[src/rtl/fp_add_result_buffer.sv]
// fp_add_result_buffer: FIFO stage after the fp adder; tags results, derives {NV,OF,UF}.
// Ports: in_* push side, out_* pop side, count, fflags/fflags_clr (FP_RESULT_STICKY_FLAGS_EN).
module fp_add_result_buffer #(
  parameter int TAG_W = 4,
  parameter int DEPTH = 2
) (
  input  logic                     clk,
  input  logic                     rst_n,
  input  logic                     in_valid,
  output logic                     in_ready,
  input  logic [31:0]              in_result,
  input  logic                     in_overflow,
  input  logic                     in_underflow,
  input  logic [TAG_W-1:0]         in_tag,
  output logic                     out_valid,
  input  logic                     out_ready,
  output logic [31:0]              out_result,
  output logic [2:0]               out_flags,
  output logic [TAG_W-1:0]         out_tag,
  output logic [2:0]               fflags,
  input  logic                     fflags_clr,
  output logic [$clog2(DEPTH):0]   count
);

  localparam int AW = $clog2(DEPTH);
  localparam int CW = AW + 1;

  logic [31:0]      res_q [DEPTH];
  logic [2:0]       flg_q [DEPTH];
  logic [TAG_W-1:0] tag_q [DEPTH];

  logic [AW-1:0] wptr;
  logic [AW-1:0] rptr;
  logic          push;
  logic          pop;
  logic [2:0]    in_flags;

  // Only the canonical quiet NaN marks an invalid op.
  assign in_flags = {in_result == 32'h7FC0_0000,
                     in_overflow,
                     in_underflow};

  // Both derived from registered count only.
  assign in_ready  = (count != CW'(DEPTH));
  assign out_valid = (count != '0);

  assign push = in_valid && in_ready;
  assign pop  = out_valid && out_ready;

  assign out_result = res_q[rptr];
  assign out_flags  = flg_q[rptr];
  assign out_tag    = tag_q[rptr];

  always_ff @(posedge clk or negedge rst_n) begin
    if (!rst_n) begin
      wptr  <= '0;
      rptr  <= '0;
      count <= '0;
      for (int i = 0; i < DEPTH; i++) begin
        res_q[i] <= '0;
        flg_q[i] <= '0;
        tag_q[i] <= '0;
      end
    end else begin
      if (push) begin
        res_q[wptr] <= in_result;
        flg_q[wptr] <= in_flags;
        tag_q[wptr] <= in_tag;
        wptr        <= wptr + 1'b1;
      end
      if (pop) begin
        rptr <= rptr + 1'b1;
      end
      if (push && !pop) begin
        count <= count + 1'b1;
      end else if (pop && !push) begin
        count <= count - 1'b1;
      end
    end
  end

`ifdef FP_RESULT_STICKY_FLAGS_EN
  // Flags retire with the entry; a popped entry survives a same-cycle clear.
  always_ff @(posedge clk or negedge rst_n) begin
    if (!rst_n) begin
      fflags <= '0;
    end else begin
      fflags <= (fflags_clr ? 3'b000 : fflags)
              | (pop ? out_flags : 3'b000);
    end
  end
`else
  logic unused_fflags_clr;
  assign unused_fflags_clr = fflags_clr;
  assign fflags = 3'b000;
`endif

endmodule

[config.mk]
export PLATFORM = sky130hd
export DESIGN_NAME = fp_add_result_buffer
export DESIGN_NICKNAME = d
export VERILOG_FILES = /design/src/rtl/fp_add_result_buffer.sv
export SDC_FILE = /design/constraint.sdc
export NUM_CORES = 1
export LEC_CHECK = 0
export BUFFER_PORTS_ARGS = -buffer_cell sky130_fd_sc_hd__buf_2
export CAP_MARGIN = 20
export CORE_AREA = 2 2 140 74
export DETAILED_ROUTE_END_ITERATION = 10
export DIE_AREA = 0 0 142 76
export PLACE_DENSITY = 0.64
export REMOVE_ABC_BUFFERS = 1
export SETUP_SLACK_MARGIN = 0.1
export SYNTH_ARGS = -nofsm -noshare
export SYNTH_HDL_FRONTEND = slang
export SYNTH_SLANG_ARGS = --single-unit
[constraint.sdc]
create_clock -name clk -period 1.9 [get_ports clk]
set_input_delay 0.19 -clock clk [delete_from_list [all_inputs] [get_ports clk]]
set_output_delay 0.19 -clock clk [all_outputs]
set_load 0.01 [all_outputs]
==> flow_summary.toml <==
[status]
result_of_the_run = "finished, final reports clean"

[clocking]
cts_htree_levels = 3
clockBufferDepth = 2
cts_repair_resize_count = 0
root_cell_of_the_clock_tree = "clkbuf_16"
tritoncts = "done"
worstSkewPairLatency_ns = 0.33
cts_sinks = 82
clk_pin_slew_ns = 0.06
cts_made_buffers = 9

[synthesis]
synthSimpleGateAreaFrac_pct = 3.52
synth_area_per_cell_um2 = 15.3
synthDistinctLibCells = 28
post_synth_xor_xnor_area_pct = 1.17
yosysWarnings = 0
multiplexer_fraction_of_the_synthesized_cell_area_pct = 35.6
synth_area_mm2 = 0.00373
synth-edff-count = 0
synth_adder_area_share_pct = 0.335
yosys_most_used_dff = "dfrtp_1"
ys_seq_area_share_pct = 55.0
synth_seq_cells = 82
synth_cells = 244
synth-compound-area-share_pct = 0.838
synth_top_family_by_area = "multiplexers"
async_reset_ff_share_pct = 100

[placement]
finalWeightedCongestion = 0.772
dp_worst_setup_slack_ns = 0.233
detailedPlacementHpwl_um = 5480
portBuffers = 84
placement.cell_area_mm2 = 0.00432

[floorplanning]
die-width_um = 142
die_h_um = 76
core-area_mm2 = 0.00973
io_pins = 89
floorplan.initialDensity_pct = 38.4
rows = 26
floorplan.die_area_mm2 = 0.0108

[drt]
met3RoutedLength_um = 548
routed_wl_um = 7830
detail_route.vias_per_cell = 4.91
detailroute.via_count = 2281
wirelength_met1_um = 3940
first_pass_iters = 4
final_antenna_net_count = 0
met2WireLength_um = 3300
drt-initial-drc-count = 76
route.detailed.wl_per_inst_um = 16.8
drcViolationCount = 0
highest-signal-layer = "met4"

[layout]
finish.instance_area_mm2 = 0.00470
nets = 378
areaGrowthSynthToFinish_pct = 25.8
post_route_cells_drive_above_1_share_pct = 66.4
finalCoreUtilization_pct = 48.3
layout.cells.most_common = "mux2_2"
insertedDiodeCount = 0
layout_common_cells = "104 x mux2_2, 83 x buf_2, 81 x dfrtp_1"

[critical_path]
slowest_cp_cell = "mux2_2"
critPathLaunch = "rptr"
critPathMaxFanout = 20
timing.critical_path.buf_inv = 2
worstPathCellList = "buf_4 -> mux2_2 -> buf_2"
worst_setup_path_end_kind = "output port"
setup.reg_to_reg.worst_slack_ns = 0.30
crit_path_largest_cell_delay_ns = 0.40
r2r-start = "count[0]"
cp_data_arrival_time_ns = 1.51
setup.worst_path.start_class = "register"
cp_data_required_time_ns = 1.71
r2r-end = "count[1]"
critical_path_type = "register to output port"
worst_path_dominant_cell_family = "buffers and inverters"
timing.reg2reg.worst_path_depth = 7

[hold_path]
min-delay-start = "in_tag[0]"
number_of_cells_traversed_by_the_worst_hold_path = 2
timing.hold.worst_endpoint = "tag_q[0]"
holdCritPathClass = "primary input to register"

[pwr]
power.share.combinational_pct = 42.1
power.share.clock_pct = 23.5
cellInternalPower_w = 0.00626
power.share.sequential_pct = 34.4
power.share.switching_pct = 30.6
power_density_mw_per_mm2 = 1920
worst_ir_drop_vdd_mv = 0.838
cellLeakagePower_nw = 2.15
power_switching_w = 0.00276

[sta]
report.final.setup_viol = 0
max_slew.worst_pin.slew_ns = 0.632
grt_setup_unrepaired = "no"
slew_headroom_pct = 57.5
finalWorstSetupSlack_ns = 0.198
final.period_utilization_pct = 89.6
max_clock_freq_mhz = 588
finalCriticalPeriod_ns = 1.70
final_max_slew_viol_count = 0
clock-skew-final_ns = 0.00682
timing.final.hold_violations = 0

[global_routing]
first_global_vias = 2363
grt_antenna_before_repair = 0
grt_pass1_wl_um = 12600
grtUsageTotal_pct = 15.2
maximum_number_of_pins_on_one_net_before_global_route_repair = 43
global_route.overflow_total = 0

[job]
maxCapViolations = 0
==> sequential cells by signal, indices dropped and copies added (netlist names) <==
| signal | count |
|---|---|
| tag_q | 8 |
| count | 2 |
| res_q | 64 |
| wptr | 1 |
| rptr | 1 |
| flg_q | 6 |
==> synth_stat cells, types with 2 or more instances <==
cell type	count	area share (%)
xor2_1	2	0.47
buf_6	5	1.5
inv_1	3	0.30
mux2_2	104	31
nor4_1	5	0.84
buf_4	4	0.80
nand2_1	2	0.20
xnor2_1	3	0.70
buf_1	2	0.20
mux2_4	9	3.6
o31ai_1	3	0.60
mux2_1	2	0.60
nand4_1	2	0.34
buf_2	3	0.40
dfrtp_1	82	55
==> metal layers <==
layer | vias up | track usage (%)
met5 | - | 0
li1 | 1054 | -
met4 | 0 | 4.50
met3 | 5 | 5.97
met2 | 69 | 21.8
met1 | 1153 | 21.3
==> power groups by stage <==
stage	combinational [W]	clock, W	sequential [W]
6_report	0.00379	0.00212	0.00310
2_1_floorplan	0.00251	0	0.00308
3_3_place_gp	0.00377	0	0.00305
3_5_place_dp	0.00385	0	0.00312
4_1_cts	0.00387	0.00217	0.00310
5_1_grt	0.00411	0.00224	0.00322
==> stage by stage <==
step | hold slack [ns] | total power, W | std cells | setup TNS (ns)
global route | 0.0878 | 0.00956 | 465 | 0
finish | 0.0967 | 0.00901 | 465 | 0
CTS | 0.0825 | 0.00914 | 465 | 0
floorplan | -0.106 | 0.00559 | 231 | -27.42
global placement | 0.206 | 0.00682 | 448 | 0
detailed placement | 0.220 | 0.00697 | 448 | 0
==> worst reg2reg max path, delay by kind of cell (launching register included) <==
| family | cells | cell delay [ns] |
|---|---|---|
| AND/OR/NAND/NOR | 3 | 0.46 |
| buffers and inverters | 2 | 0.13 |
| flip-flops | 1 | 0.45 |
| adder cells (fa/ha/maj) | 1 | 0.32 |
| XOR/XNOR | 1 | 0.16 |
==> cell type report <==
type / instances / area, um2
Timing Repair Buffer: 92 / 536
Clock inverter: 5 / 125
Fill cell: 866 / 5030
Sequential cell: 82 / 2050
Multi-Input combinational cell: 145 / 1570
Tap cell: 126 / 158
Inverter: 4 / 17.5
Clock buffer: 11 / 243
==> worst max-delay path by stage <==
stage	endpoint	slack, ns	cells after the start
after floorplan	flg_q[3]	-0.72	3
after global placement	flg_q[5]	0.21	5
after detailed placement	flg_q[5]	0.23	5
after CTS	out_result[7]	0.16	3
after global routing	out_result[24]	0.13	3
final	out_result[7]	0.20	3
==> timing repair <==
action,in CTS,in global routing
hold buffers,1,0
buffers inserted,0,0
setup endpoints to repair,0,0
hold endpoints to repair,40,0
==> logic make-up after synthesis <==
kind of cell	after synthesis
muxes	115
DFF	82
buffers and inverters	19
and+or+nand+nor	17
xor gates and xnor gates	5
AOI/OAI and AO/OA	4
adders and majority gates	1
other	1
Note: power is estimated with default switching activity, not from simulation.
